File: src/rtl/xc20xx_clb_pkg.sv
// Shared definitions for the XC20XX serially configured CLB: FSM states,
// configuration field offsets (LSB-relative) and source-select encoding.
package xc20xx_clb_pkg;

    typedef enum logic [1:0] {OP, SHIFT, COMMIT} cfg_state_e;

    function automatic int sel_w(input int n_in);
        return $clog2(n_in + 1);
    endfunction

    function automatic int off_ff_ce_en();
        return 0;
    endfunction

    function automatic int off_ff_dsel();
        return 1;
    endfunction

    function automatic int off_mux_fg();
        return 2;
    endfunction

    function automatic int off_g_sel();
        return 3;
    endfunction

    function automatic int off_f_sel(input int k, input int sw);
        return off_g_sel() + k * sw;
    endfunction

    function automatic int off_g_init(input int k, input int sw);
        return off_f_sel(k, sw) + k * sw;
    endfunction

    function automatic int off_f_init(input int k, input int sw);
        return off_g_init(k, sw) + 2 ** k;
    endfunction

    function automatic int cfg_w(input int k, input int sw);
        return off_f_init(k, sw) + 2 ** k;
    endfunction

    // Source select: 0..n_in-1 pick IN, n_in picks Q, anything above reads 0.
    function automatic int src_q(input int n_in);
        return n_in;
    endfunction

    function automatic int src_zero(input int n_in);
        return n_in + 1;
    endfunction

endpackage

File: src/rtl/xc20xx_lutk.sv
// K-input lookup table; truth table supplied as a port so it can follow
// the live configuration register.
module xc20xx_lutk #(
    parameter int K = 3
) (
    input  logic [2**K-1:0] init,
    input  logic [K-1:0]    addr,
    output logic            y
);
    assign y = init[addr];
endmodule

File: src/rtl/xc20xx_clbk_seq.sv
// XC20XX CLB tile: F/G LUTs, F/G mux, D flip-flop and a shadow/commit config chain.
// Optional readback of the active word through the chain: `define XC20XX_CLB_READBACK_EN.
module xc20xx_clbk_seq
    import xc20xx_clb_pkg::*;
#(
    parameter int K          = 3,
    parameter int N_IN       = 4,
    parameter int FG_SEL_IDX = 1,
    parameter logic [cfg_w(K, sel_w(N_IN))-1:0] RST_CFG = '0
) (
    input  logic            CLK,
    input  logic            RST,
    input  logic [N_IN-1:0] IN,
    input  logic            CE,
    output logic            F,
    output logic            G,
    output logic            Q,
    input  logic            CFG_EN,
    input  logic            CFG_DIN,
    input  logic            CFG_COMMIT,
    input  logic            CFG_RB,
    output logic            CFG_DOUT,
    output logic            CFG_BUSY,
    output logic            CFG_DONE,
    output logic            CFG_ERR
);
    localparam int SEL_W   = sel_w(N_IN);
    localparam int CFG_W   = cfg_w(K, SEL_W);
    localparam int CNT_W   = $clog2(CFG_W + 1);
    localparam int SRC_N   = 2 ** SEL_W;
    localparam int LUT_N   = 2 ** K;
    localparam int O_CEEN  = off_ff_ce_en();
    localparam int O_DSEL  = off_ff_dsel();
    localparam int O_MUX   = off_mux_fg();
    localparam int O_GSEL  = off_g_sel();
    localparam int O_FSEL  = off_f_sel(K, SEL_W);
    localparam int O_GINIT = off_g_init(K, SEL_W);
    localparam int O_FINIT = off_f_init(K, SEL_W);
    localparam logic [CNT_W-1:0] CNT_FULL = CNT_W'(CFG_W);

    cfg_state_e       state, state_nxt;
    logic [CFG_W-1:0] active, shadow;
    logic [CNT_W-1:0] count;
    logic             full, do_shift, do_rb;
    logic [SRC_N-1:0] src;
    logic [K-1:0]     f_addr, g_addr;
    logic             f_lut, g_lut, fg_lut, d;

    // Padded to a full power of two so every select code indexes in range.
    always_comb begin
        src         = '0;
        src[N_IN-1:0] = IN;
        src[N_IN]   = Q;
    end

    for (genvar i = 0; i < K; i++) begin : g_src
        assign f_addr[i] = src[active[O_FSEL + i*SEL_W +: SEL_W]];
        assign g_addr[i] = src[active[O_GSEL + i*SEL_W +: SEL_W]];
    end

    xc20xx_lutk #(.K(K)) u_f_lut (
        .init (active[O_FINIT +: LUT_N]),
        .addr (f_addr),
        .y    (f_lut)
    );

    xc20xx_lutk #(.K(K)) u_g_lut (
        .init (active[O_GINIT +: LUT_N]),
        .addr (g_addr),
        .y    (g_lut)
    );

    assign fg_lut = IN[FG_SEL_IDX] ? g_lut : f_lut;
    assign F      = active[O_MUX] ? fg_lut : f_lut;
    assign G      = active[O_MUX] ? fg_lut : g_lut;
    assign d      = active[O_DSEL] ? G : F;

    always_ff @(posedge CLK) begin
        if (RST)
            Q <= 1'b0;
        else if (!active[O_CEEN] || CE)
            Q <= d;
    end

    // Shift beats commit when both are requested in the same cycle.
    always_comb begin
        state_nxt = state;
        case (state)
            OP, SHIFT: begin
                if (CFG_EN)
                    state_nxt = SHIFT;
                else if (CFG_COMMIT)
                    state_nxt = COMMIT;
                else
                    state_nxt = OP;
            end
            COMMIT:  state_nxt = OP;
            default: state_nxt = OP;
        endcase
    end

    assign full     = (count == CNT_FULL);
    assign do_shift = CFG_EN && (state != COMMIT);

`ifdef XC20XX_CLB_READBACK_EN
    assign do_rb = (state == OP) && CFG_RB && !CFG_EN;
`else
    logic unused_rb;
    assign unused_rb = CFG_RB;
    assign do_rb     = 1'b0;
`endif

    always_ff @(posedge CLK) begin
        if (RST) begin
            state  <= OP;
            active <= RST_CFG;
            shadow <= '0;
            count  <= '0;
        end else begin
            state <= state_nxt;
            if (do_shift) begin
                shadow <= {shadow[CFG_W-2:0], CFG_DIN};
                if (!full)
                    count <= count + 1'b1;
            end else if (do_rb) begin
                shadow <= active;
                count  <= CNT_FULL;
            end
            if (state == COMMIT) begin
                if (full)
                    active <= shadow;
                count <= '0;
            end
        end
    end

    assign CFG_DOUT = shadow[CFG_W-1];
    assign CFG_BUSY = (state != OP);
    assign CFG_DONE = (state == COMMIT) && full;
    assign CFG_ERR  = (state == COMMIT) && !full;

endmodule
File: config.mk
export PLATFORM = sky130hd
export DESIGN_NAME = xc20xx_clbk_seq
export DESIGN_NICKNAME = d
export VERILOG_FILES = /design/src/rtl/xc20xx_clb_pkg.sv /design/src/rtl/xc20xx_lutk.sv /design/src/rtl/xc20xx_clbk_seq.sv
export SDC_FILE = /design/constraint.sdc
export NUM_CORES = 1
export LEC_CHECK = 0
export CAP_MARGIN = 40
export CELL_PAD_IN_SITES_DETAIL_PLACEMENT = 2
export CELL_PAD_IN_SITES_GLOBAL_PLACEMENT = 2
export CORE_UTILIZATION = 38
export DETAILED_ROUTE_END_ITERATION = 10
export PLACE_DENSITY = 0.88
export SYNTH_ARGS = -nofsm -noshare
export SYNTH_HDL_FRONTEND = slang
export SYNTH_SLANG_ARGS = --single-unit
File: constraint.sdc
create_clock -name CLK -period 6.8 [get_ports CLK]
set_clock_uncertainty 0.15 [all_clocks]
set_input_delay 1.36 -clock CLK [delete_from_list [all_inputs] [get_ports CLK]]
set_output_delay 1.36 -clock CLK [all_outputs]
set_load 0.03 [all_outputs]
==> flow_metrics.py <==
metrics = {
    "run_status": {
        "outcome": "finished clean",
    },
    "logic_synthesis": {
        "synth_area_leaders": "dfxtp_1, nand2_1, a21oi_1",
        "synthXorXnorAreaFrac_pct": 1.270,
        "synth_edf_count": 0,
        "synth_cell_types": 46,
        "seq_area_frac_synth_pct": 48.20,
        "synth_flop_cell": "dfxtp_1",
        "syn-num-nets": 449,
        "synth.area.mux_share_pct": 5.590,
        "yosys.area_share.simple_pct": 24.50,
        "postSynthAreaPerCell_um2": 7.906,
        "synthAdderAreaFrac_pct": 0.7260,
        "synth_top_area_share_pct": 48.20,
        "synth.ff_latch_count": 83,
        "synth_compound_area_share_pct": 16.44,
        "synth_top_area_cell": "dfxtp_1",
        "ys_async_sr_fraction_pct": 0,
        "yosys_warnings": 0,
        "synth_area_um2": 3447,
        "synth_top_family_by_area": "simple AND/OR/NAND/NOR gates",
        "syn-instance-count": 436,
    },
    "global_routing": {
        "grt_pass1_wl_um": 16590,
        "track_usage_pct": 22.11,
        "grt-ovfl-total": 0,
        "first_global_vias": 3458,
        "grt_start_max_net_pins": 79,
        "antenna_found_initial": 0,
    },
    "cells_and_area": {
        "drive_gt1_share_pct": 5.817,
        "antenna_cells": 0,
        "syn_to_final_growth_pct": 12.52,
        "final_util_pct": 44.26,
        "nets": 455,
    },
    "place": {
        "routabilityCongestion": 0.7668,
        "io_buffer_count": 16,
        "hpwl_um": 5966,
    },
    "drt": {
        "wl_met3_um": 216,
        "dr_total_vias": 3076,
        "viasPerCell": 5.542,
        "drt_first_pass_iters": 4,
        "drt_wl_total_um": 9890,
        "drc": 0,
        "ant_nets": 0,
        "drt_first_iter_violations": 97,
        "highest_layer": "met4",
        "wl_met2_um": 5039,
        "drt-wirelength-per-cell_um": 17.82,
        "wl_met1_um": 4375,
    },
    "power_and_ir_drop": {
        "p_total_mw": 0.9385,
        "power_density_nw_per_um2": 242.0,
        "ir_drop_uv": 87.47,
        "p_leak_nw": 1.240,
    },
    "worst_setup_path": {
        "start_kind": "input port",
        "critPathRequiredTime_ns": 5.29,
        "end_kind": "output port",
        "cp_max_fo": 8,
        "arrival_ns": 4.28,
        "crit_type": "in2out",
    },
    "timing": {
        "tightestPinTransition_ns": 0.8189,
        "max_freq_ghz": 0.1727,
        "slew_headroom_pct": 45.41,
        "fin_crit_ns": 5.789,
        "period_share_pct": 85.14,
        "finalHoldViolCount": 0,
        "setup_viol": 0,
        "tns_ns": 0,
        "rsz0062_at_grt": "false",
        "finalMaxSlewViolations": 0,
    },
    "clock_network": {
        "cts_tree": "built",
        "clockRootBuffer": "clkbuf_8",
        "cts_made_buffers": 9,
        "cts.sinks": 83,
        "ctsHoldBuffers": 0,
        "cts_buffer_depth": 2,
        "clk_latency_ns": 0.36,
        "clk_pin_slew_ns": 0.08,
        "cts_setup_buffers": 0,
        "htree_num_levels": 3,
        "ctsResizeCount": 0,
    },
    "floorplanning": {
        "coreArea_um2": 8763,
        "die_x_um": 97.24,
        "io_pins": 18,
        "die_area_um2": 9456,
        "rows": 34,
        "start_util_pct": 39.33,
        "die_height_um": 97.24,
    },
    "job": {
        "drv_cap": 0,
    },
    "worst_hold_path": {
        "hp-class": "reg2reg",
    },
}
==> per-layer routing <==
metal  vias to the layer above  GRT usage [%]
met3                        22          3.669
met1                      1532          25.67
met5                         -              0
li1                       1478              -
met2                        44          39.82
met4                         0          9.842
==> cell usage in the layout (no fill, tap or decap), drive strengths merged, types with 2 or more instances in the layout <==
master	synthesis	final
ha	2	2
mux2	2	2
bufinv	0	2
o21a	2	2
o311ai	3	3
nor2	15	15
nor3b	5	5
xor2	4	4
a21oi	75	75
nand3b	2	2
nand3	3	3
nand2	153	153
nor2b	2	2
and3	2	2
mux2i	17	17
nand4	3	3
or2	2	2
a311oi	2	2
nand2b	4	4
clkbuf	18	11
o21ai	7	7
inv	4	4
clkinv	0	2
dfxtp	83	83
a31oi	2	2
buf	7	5
clkdlybuf4s50	0	15
==> synth_stat cells, types with 4 or more instances <==
cell type,number
dfxtp_1,83
xor2_1,4
inv_1,4
mux2i_1,17
clkbuf_1,18
o21ai_0,6
nor2_1,15
nand2b_1,4
buf_1,4
nor3b_1,4
a21oi_1,75
nand2_1,153
==> where the power goes <==
group / switching [mW] / internal [mW] / leakage, nW
registers: 0.00349 / 0.488 / 0.669
logic: 0.0393 / 0.0193 / 0.467
clock network: 0.182 / 0.206 / 0.103
total: 0.225 / 0.714 / 1.24
==> cell families after synthesis <==
group                      count (synthesis)
adders and majority gates                  2
AOI/OAI and AO/OA                         99
xor gates and xnor gates                   5
and+or+nand+nor                          199
DFF                                       83
buffers and inverters                     29
muxes                                     19
==> state kept, by name, summed over array words and instances, names as in the netlist <==
signal  count
active     37
Q           1
state       2
shadow     37
count       6
==> per-stage QoR <==
stage | worst slack (ns) | cells | hold slack (ns) | instance area [um2]
floorplan | 2.411 | 436 | 0.2819 | 3447
global placement | 1.139 | 539 | 0.2958 | 3670
detailed placement | 1.001 | 539 | 0.3075 | 3670
CTS | 0.9701 | 555 | 0.3216 | 3879
global route | 0.7681 | 555 | 0.3436 | 3879
finish | 1.011 | 555 | 0.3134 | 3879
==> worst paths after layout <==
kind                            startpoint          to  slack, ns  cells after the start
worst min register to register  active[34]  active[34]       0.31                      2
worst max register to register    count[0]  active[23]       4.14                      8
worst min-delay path            active[34]  active[34]       0.31                      2
worst max-delay path                 IN[1]           G       1.01                      9
==> critical path, cell delays in order <==
cell	delay (ns)
clkdlybuf4s50_1	0.59
mux2_2	0.35
a32oi_1	0.28
nand2_1	0.23
a2111oi_0	0.46
o21ai_1	0.16
nand3_1	0.13
mux2i_1	0.10
clkdlybuf4s50_1	0.61
==> cell type report <==
class,instances,area (um2)
Clock buffer,11,131.4
Multi-Input combinational cell,324,1673
Inverter,4,15.01
Sequential cell,83,1662
Clock inverter,5,77.57
Tap cell,108,135.1
Timing Repair Buffer,20,185.2
Fill cell,995,4885
(Power assumes the default switching activity.)
